--- src/rtl/branch_predictor_unit.sv ---
// branch_predictor_unit
// Dynamic branch predictor for the pipelined OTTER. It holds a tagged, direct-mapped
// BTB with saturating direction counters and a non-speculative return address stack.
// Fetch looks up the PC combinationally, and execute trains the predictor with
// resolved outcomes.
module branch_predictor_unit #(
    parameter int ENTRIES   = 16,
    parameter int CTR_BITS  = 2,
    parameter int TAG_BITS  = 8,
    parameter int RAS_DEPTH = 4
) (
    input  logic                         bp_clk,
    input  logic                         bp_reset_n,
    input  logic [31:0]                  bp_pc,
    output logic                         bp_pred_taken,
    output logic [31:0]                  bp_pred_target,
    input  logic                         bp_upd_valid,
    input  logic [31:0]                  bp_upd_pc,
    input  logic [31:0]                  bp_upd_target,
    input  logic                         bp_upd_taken,
    input  logic [1:0]                   bp_upd_kind,
    input  logic                         bp_flush,
    output logic [$clog2(RAS_DEPTH):0]   bp_ras_count
);

    localparam int IDX = $clog2(ENTRIES);
    localparam int RAS_CW = $clog2(RAS_DEPTH) + 1;

    localparam logic [1:0] KIND_BR   = 2'b00;
    localparam logic [1:0] KIND_CALL = 2'b10;
    localparam logic [1:0] KIND_RET  = 2'b11;

    localparam logic [CTR_BITS-1:0] CTR_MAX  = '1;
    localparam logic [CTR_BITS-1:0] CTR_WEAK = CTR_BITS'(1 << (CTR_BITS - 1));

    // BTB storage. Only valid_q is reset. The other fields are always gated by valid.
    logic [ENTRIES-1:0]  valid_q, valid_d;
    logic [TAG_BITS-1:0] tag_q    [ENTRIES];
    logic [31:0]         target_q [ENTRIES];
    logic [1:0]          kind_q   [ENTRIES];
    logic [CTR_BITS-1:0] ctr_q    [ENTRIES];

    // Lookup side
    logic [IDX-1:0]      lk_idx;
    logic [TAG_BITS-1:0] lk_tag;
    logic                lk_hit;
    logic [31:0]         lk_pc_plus4;

    // Update side
    logic [IDX-1:0]      up_idx;
    logic [TAG_BITS-1:0] up_tag;
    logic                up_hit;
    logic                up_accept;
    logic                ent_we;
    logic [31:0]         ent_target_d;
    logic [1:0]          ent_kind_d;
    logic [CTR_BITS-1:0] ent_ctr_d;

    // Return stack view for the lookup path
    logic [31:0] ras_top;
    logic        ras_valid;

    assign lk_idx      = bp_pc[IDX+1:2];
    assign lk_tag      = bp_pc[IDX+TAG_BITS+1:IDX+2];
    assign lk_hit      = valid_q[lk_idx] && (tag_q[lk_idx] == lk_tag);
    assign lk_pc_plus4 = bp_pc + 32'd4;

    assign up_idx    = bp_upd_pc[IDX+1:2];
    assign up_tag    = bp_upd_pc[IDX+TAG_BITS+1:IDX+2];
    assign up_hit    = valid_q[up_idx] && (tag_q[up_idx] == up_tag);
    assign up_accept = bp_upd_valid && !bp_flush;

    // Combinational prediction from the current (pre-edge) BTB and RAS contents
    always_comb begin
        bp_pred_taken  = 1'b0;
        bp_pred_target = lk_pc_plus4;
        if (lk_hit) begin
            case (kind_q[lk_idx])
                KIND_BR: begin
                    if (ctr_q[lk_idx][CTR_BITS-1]) begin
                        bp_pred_taken  = 1'b1;
                        bp_pred_target = target_q[lk_idx];
                    end
                end
                KIND_RET: begin
                    bp_pred_taken  = 1'b1;
                    bp_pred_target = ras_valid ? ras_top : target_q[lk_idx];
                end
                default: begin
                    bp_pred_taken  = 1'b1;
                    bp_pred_target = target_q[lk_idx];
                end
            endcase
        end
    end

    // Training decision: produce the new contents of the indexed entry, or no write
    always_comb begin
        valid_d      = valid_q;
        ent_we       = 1'b0;
        ent_target_d = target_q[up_idx];
        ent_kind_d   = kind_q[up_idx];
        ent_ctr_d    = ctr_q[up_idx];
        if (up_accept) begin
            if (up_hit) begin
                ent_we = 1'b1;
                if (bp_upd_kind == KIND_BR) begin
                    if (bp_upd_taken) begin
                        ent_ctr_d    = (ctr_q[up_idx] != CTR_MAX) ? ctr_q[up_idx] + 1'b1 : ctr_q[up_idx];
                        ent_target_d = bp_upd_target;
                        ent_kind_d   = KIND_BR;
                    end else begin
                        ent_ctr_d = (ctr_q[up_idx] != '0) ? ctr_q[up_idx] - 1'b1 : ctr_q[up_idx];
                    end
                end else begin
                    ent_target_d = bp_upd_target;
                    ent_kind_d   = bp_upd_kind;
                end
            end else if (bp_upd_taken) begin
                // Allocation replaces whatever entry aliases to this index
                ent_we       = 1'b1;
                ent_target_d = bp_upd_target;
                ent_kind_d   = bp_upd_kind;
                ent_ctr_d    = CTR_WEAK;
            end
        end
        if (ent_we) begin
            valid_d[up_idx] = 1'b1;
        end
    end

    // Valid bits: reset and flush clear every entry, and a flush discards a coincident update
    always_ff @(posedge bp_clk) begin
        if (!bp_reset_n || bp_flush) begin
            valid_q <= '0;
        end else begin
            valid_q <= valid_d;
        end
    end

    // Entry payload is written without reset because stale payload is masked by valid
    always_ff @(posedge bp_clk) begin
        if (ent_we) begin
            tag_q[up_idx]    <= up_tag;
            target_q[up_idx] <= ent_target_d;
            kind_q[up_idx]   <= ent_kind_d;
            ctr_q[up_idx]    <= ent_ctr_d;
        end
    end

    generate
        if (RAS_DEPTH > 0) begin : g_ras
            localparam int PW = (RAS_DEPTH > 1) ? $clog2(RAS_DEPTH) : 1;

            logic [31:0]       stack_q [RAS_DEPTH];
            logic [PW-1:0]     ptr_q, ptr_d;
            logic [PW-1:0]     ptr_inc, top_idx;
            logic [RAS_CW-1:0] count_q, count_d;
            logic              ras_push, ras_pop;

            // ptr_q is the next slot to write. The slot before it is the top of the stack.
            assign ras_push  = up_accept && (bp_upd_kind == KIND_CALL);
            assign ras_pop   = up_accept && (bp_upd_kind == KIND_RET);
            assign ptr_inc   = (ptr_q == PW'(RAS_DEPTH - 1)) ? '0 : ptr_q + 1'b1;
            assign top_idx   = (ptr_q == '0) ? PW'(RAS_DEPTH - 1) : ptr_q - 1'b1;
            assign ras_top   = stack_q[top_idx];
            assign ras_valid = (count_q != '0);
            assign bp_ras_count = count_q;

            // Circular push that overwrites the oldest entry when full, and pop ignored when empty
            always_comb begin
                ptr_d   = ptr_q;
                count_d = count_q;
                if (ras_push) begin
                    ptr_d = ptr_inc;
                    if (count_q != RAS_CW'(RAS_DEPTH)) begin
                        count_d = count_q + 1'b1;
                    end
                end else if (ras_pop && (count_q != '0)) begin
                    ptr_d   = top_idx;
                    count_d = count_q - 1'b1;
                end
            end

            // Stack pointer and occupancy, emptied by reset or flush
            always_ff @(posedge bp_clk) begin
                if (!bp_reset_n || bp_flush) begin
                    ptr_q   <= '0;
                    count_q <= '0;
                end else begin
                    ptr_q   <= ptr_d;
                    count_q <= count_d;
                end
            end

            // Return address written on every accepted call
            always_ff @(posedge bp_clk) begin
                if (ras_push) begin
                    stack_q[ptr_q] <= bp_upd_pc + 32'd4;
                end
            end
        end else begin : g_no_ras
            assign ras_top      = '0;
            assign ras_valid    = 1'b0;
            assign bp_ras_count = '0;
        end
    endgenerate

endmodule

--- config.mk ---
export PLATFORM = sky130hd
export DESIGN_NAME = branch_predictor_unit
export DESIGN_NICKNAME = d
export VERILOG_FILES = /design/src/rtl/branch_predictor_unit.sv
export SDC_FILE = /design/constraint.sdc
export NUM_CORES = 1
export LEC_CHECK = 0
export BUFFER_PORTS_ARGS = -buffer_cell sky130_fd_sc_hd__buf_2
export CAP_MARGIN = 20
export CORE_MARGIN = 2
export CORE_UTILIZATION = 63
export CTS_BUF_LIST = sky130_fd_sc_hd__clkbuf_16
export CTS_CLUSTER_SIZE = 20
export DETAILED_ROUTE_END_ITERATION = 16
export PLACE_DENSITY = 0.81
export SLEW_MARGIN = 0
export SYNTH_ARGS = -nofsm -noshare
export SYNTH_HDL_FRONTEND = slang
export SYNTH_SLANG_ARGS = --single-unit
--- constraint.sdc ---
create_clock -name bp_clk -period 8.6 [get_ports bp_clk]
set_clock_uncertainty 0.1 [all_clocks]
set_input_delay 0.86 -clock bp_clk [delete_from_list [all_inputs] [get_ports bp_clk]]
set_output_delay 0.86 -clock bp_clk [all_outputs]
set_load 0.03 [all_outputs]
* Yosys cells after proc, flatten, opt, wreduce, memory -nomap -nowiden
Memories as Yosys holds them, arrays and structs flattened.
Index checks and enable logic that the tools add are counted.
Widths: inputs -> output; s select.
** Storage, ports and cells
- Output and inout port bits :: 36
- Memory bits (read-only) :: 0
- Memories :: 5
- Bits in latches :: 0
- Register bits after elaboration :: 21
- Bits in writable memories :: 832
** Memory list
- target_q :: depth 16, width 32, rd ports 2, clocked after Yosys merged registers in 0, wr ports 1, line 39 : logic [31:0] target_q [ENTRIES];
- g_ras.stack_q :: depth 4, width 32, rd ports 1, clocked after Yosys merged registers in 0, wr ports 1, line 155 : logic [31:0] stack_q [RAS_DEPTH];
- tag_q :: depth 16, width 8, rd ports 2, clocked after Yosys merged registers in 0, wr ports 1, line 38 : logic [TAG_BITS-1:0] tag_q [ENTRIES];
- ctr_q :: depth 16, width 2, rd ports 2, clocked after Yosys merged registers in 0, wr ports 1, line 41 : logic [CTR_BITS-1:0] ctr_q [ENTRIES];
- kind_q :: depth 16, width 2, rd ports 1, clocked after Yosys merged registers in 0, wr ports 1, line 40 : logic [1:0] kind_q [ENTRIES];
** Operators by class
- Reduce and logical (&&, ||, !) cells :: 18
- Multiplexer cells :: 43
- Eq/ne operators :: 12
- Shift operators :: 0
- Multipliers :: 0
- Div/mod/pow operators :: 0
- Bitwise operators :: 1
- Add/subtract/negate cells :: 8
- Order comparisons :: 3
** Operators by type and width (number)
- $mux 32 :: 7
- $add 32x3->32 const B :: 2
- $pmux 32 s2 :: 1
- $mux 2 :: 16
- $eq 8x8->1 :: 2
- $or 16x16->16 :: 1
- $mux 1 :: 13
- $lt 4x5->1 const B :: 2
- $mux 3 :: 3
- $bmux 1 s4 :: 2
- $eq 2x2->1 const B :: 4
- $logic_and 1x1->1 :: 7
- $logic_not 2->1 :: 3
- $ne 3x3->1 const B :: 2
- $add 2x1->2 const B :: 2
- $demux 1 s4 :: 1
- $ge 4x1->1 const B :: 1
- $ne 4x4->1 const B :: 1
- $reduce_and 4->1 :: 1
- $reduce_bool 2->1 :: 2
- $sub 2x1->2 const B :: 2
- $add 3x1->3 const B :: 1
- $reduce_bool 3->1 :: 1
- $sub 3x1->3 const B :: 1
- other kinds (6) :: 7

* Longest topological paths before layout
- Word-level depth :: 8
- Mapped depth :: 15
- Depth with buffers taken out :: 9

* Least setup slack after synthesis
OpenSTA, ideal clock, no wires.
- Path type :: in2reg
- Start :: in bp_upd_pc[3]
- End :: mem ctr_q[4][0] (enable)
- Required time :: 8.007 ns
- Path slack :: 1.791 ns
- Path buffers :: 5
- Setup time :: 0.493 ns
- Data arrival time :: 6.216 ns
- Stages :: 11
- Cells stage by stage :: clkbuf_1 -> buf_2 -> buf_2 -> buf_2 -> mux4_2 -> a221oi_1 -> xnor2_1 -> nor4_1 -> a21oi_2 -> clkbuf_1 -> nor3_1
** Between the ends
- Longest elaborated chain between the ends :: 7
- Elaborated cells between the ends (all ways) :: 9
** RTL lines
- from (decl) :: line 18 : input logic [31:0] bp_upd_pc,
- $mem_v2 16x8 / $bmux 1 s4 (equally long branches)
- $eq 8x8->1 / $mux 1 (equally long branches) :: line 70 : assign up_hit = valid_q[up_idx] && (tag_q[up_idx] == up_tag);
- $logic_and 1x1->1 :: line 70
- $mux 1 :: line 105 : if (up_hit) begin
- $mux 1 :: line 104 : if (up_accept) begin
- $mux 1 :: line 143 : if (ent_we) begin
- $mux 1 (implied by the code) :: line 147 : ctr_q[up_idx] <= ent_ctr_d;
- to (decl) :: line 41
Parallel ways exist; a longest one is shown, timed or not. The select of a mux whose other input is x is not followed.

* Final worst setup path
- Start :: in bp_pc[3]
- End :: out bp_pred_target[14]
** Between the ends
- Longest elaborated chain between the ends :: 4
- Elaborated cells between the ends (all ways) :: 15
** RTL lines
- from (decl) :: line 14 : input logic [31:0] bp_pc,
- $add 32x3->32, or another cell as far along :: line 66 : assign lk_pc_plus4 = bp_pc + 32'd4;
- $mux 32, or another cell as far along :: line 80 : if (ctr_q[lk_idx][CTR_BITS-1]) begin
- $pmux 32 s2 / $logic_and 1x1->1 (equally long branches) :: line 78, 65
- $mux 32 * :: line 77 : if (lk_hit) begin
- to (decl) :: line 16 : output logic [31:0] bp_pred_target,
Every way passes the cells marked *; elsewhere a longest branch is shown, timed or not. The select of a mux whose other input is x is not followed.

==> run metrics <==
start point of the critical path bp_pc[3]; Routed wire per std cell 34.8 um; initial antenna violation count 4; critical path fanouts, max 82; Post-CTS Setup Bufs 0; CTS tree done; Post-synth ARST share 0%; area leader, netlist edfxtp_1; Required @ worst endpoint 7.64 ns; # DRC 0; worst setup path class in2out; DR pass1 iterations 7; Synth Area in XOR/XNOR 1.63%; Avg Cell Area, Syn 18.6 um^2; RD Place Congestion 0.914; port bufs 138; compound-gate portion of the synthesized area 3.65%; clk slew on worst S/H paths 0.06 ns; RSZ-0062 raised after global routing false; clk_lat worst skew 0.66 ns; Util after Layout 70.5%; Yosys reg bits 853; top post-synthesis cells by area edfxtp_1, mux4_2, clkbuf_1; Syn Std Cell Area 40900 um^2; Min-Delay Path Class in2reg; Setup crit start kind input port; DRT iter0 DRCs 3735; via count 24.8k; minimum clock period 5.88 ns; prevailing post-synth register cell edfxtp_1; hold buffers post-CTS 0; die height 259 um; GRT Util Overall 34.0%; Die X 259 um; count of cell types in the netlist 51; Pleak 14.2 nW; worst reg2reg startpoint tag_q[7][5]; die area 67000 um^2; Fmax achieved 170 MHz; clk sink count 853; Setup-failing EPs final 0; Syn Nets 2318; Fin. Hold Viols 0; post-synthesis adder-cell area fraction 0.410%; grt total ovfl 0; main combinational cell family by area after synthesis multiplexers; Slew Viols, Final 0; Post-Synthesis Cells 2203; maxcap violations 0; global-route wire length before repair 165000 um; Post-synth EDFFs 832; DRT Wirelength 112000 um; CP arrival 4.92 ns; dpl ws 2.31 ns; Starting Density 63.5%; Max transition margin 20.6%; core area 64300 um^2; Nets 2415; row count 93; post-synthesis mux area share 25.5%; fin area 45300 um^2; worst setup margin 2.72 ns; CP Capture Type primary output; final setup TNS 0 ns; layout cells sized above 1 33.9%; layout overhead on the synthesized area 10.9%; Synth top area share 61.1%; number of global-route vias before repair 25.2k; clock buffer depth 3; I/O pins 139; post-synthesis simple-gate area fraction 4.57%; status finished clean; Tcrit/Tclk final 68.4%; Num CTS Buffers 85; worst hold start bp_upd_pc[0]; maximum vdd ir drop 0.000127 V; Cell Pwr Density 205 nW/um^2; # resized after CTS 0; largest net degree at the start of global routing 83; fraction of the yosys area taken by sequential cells 62.1%; Slew @ Worst Pin 1.19 ns; H-tree levels 3; Root Buffer clkbuf_16; DP Area 42500 um^2; post-DP HPWL 64300 um; routed vias/inst 7.68; post-route ant nets 0; Synth Warn # 0
power breakdown:
group	switching [mW]	internal [mW]
clock network	1.57	2.15
logic	0.561	0.333
registers	0.00958	4.66
total	2.14	7.14
synthesized netlist by cell type, types with 14 or more instances:
library cell and instances:
a21oi_1 67, a31oi_1 46, and2_1 16, buf_1 29
buf_2 29, clkbuf_1 124, dfxtp_1 21, edfxtp_1 832
inv_1 14, mux2i_1 17, mux4_2 451, nand2_1 56
nand3_1 56, nand4_1 57, nor2_1 34, nor2b_1 70
nor3_1 25, o21a_1 32, o21ai_0 43, o32ai_1 33
xnor2_1 46, xor2_1 30
cell usage in the layout (no fill, tap or decap), types with 4 or more instances in the layout:
cell / n
a21oi_1: 67
a31oi_1: 46
and2_1: 16
and3_1: 13
and4_1: 5
buf_2: 130
buf_4: 63
bufinv_16: 10
clkbuf_16: 88
clkinv_1: 23
clkinv_2: 15
dfxtp_1: 21
edfxtp_1: 832
ha_1: 11
inv_1: 28
mux2i_1: 17
mux4_2: 451
nand2_1: 55
nand2b_1: 4
nand3_1: 56
nand4_1: 57
nor2_1: 29
nor2_4: 5
nor2b_1: 69
nor3_1: 10
nor3_2: 15
o21a_1: 32
o21ai_0: 43
o32ai_1: 33
xnor2_1: 46
xor2_1: 30
worst max-delay path: stages:
cell	delay [ns]
buf_6	0.57
buf_4	0.65
mux4_2	0.44
mux2i_1	0.40
xnor2_1	0.16
o21ai_0	0.25
o2111ai_2	0.13
buf_4	0.28
nor3_2	0.19
buf_4	0.37
o32ai_1	0.19
buf_2	0.22
cell type report:
cell class,instances,area [um^2]
Inverter,14,52.6
Sequential cell,853,25400
Clock buffer,88,2200
Fill cell,3689,19000
Timing Repair Buffer,199,1220
Antenna cell,1,2.50
Tap cell,855,1070
Clock inverter,69,579
Multi-Input combinational cell,1147,14800
path summary, 6_finish.rpt:
path,end,slack [ns],cells past startpoint
worst max-delay path,bp_pred_target[14],2.72,12
worst max register to register,target_q[6][16],3.65,10
worst min-delay path,g_ras.stack_q[3][0],0.34,1
worst min register to register,valid_q[14],0.38,2
logic make-up (layout without fill, tap and decap cells):
group	after synthesis	after routing
adders and majority gates	13	13
AOI/OAI and AO/OA	236	236
and+or+nand+nor	348	348
other	0	1
xor gates and xnor gates	76	76
muxes	474	474
buffers and inverters	203	370
DFF	853	853
through the flow:
step / hold WS (ns) / std cells / power (mW)
after floorplan: 0.336 / 2203 / 5.32
after global placement: 0.356 / 3067 / 5.59
after detailed placement: 0.363 / 3067 / 5.62
after CTS: 0.325 / 3224 / 9.28
after global routing: 0.335 / 3225 / 9.50
final: 0.343 / 3226 / 9.28
sequential cells by signal, summed over array words and instances, names as in the netlist:
name	count
ctr_q	32
g_ras.stack_q	128
valid_q	16
g_ras.ptr_q	2
bp_ras_count	3
kind_q	32
target_q	512
tag_q	128
routing by layer:
layer	share of wire [%]	vias to the layer above	global-route usage (%)
met3	13	426	8.74
met1	33	12600	44.8
met5	0.0089	-	0
met4	4.9	2	16.1
met2	49	2148	54.1
li1	-	9551	-
(Power assumes the default switching activity.)
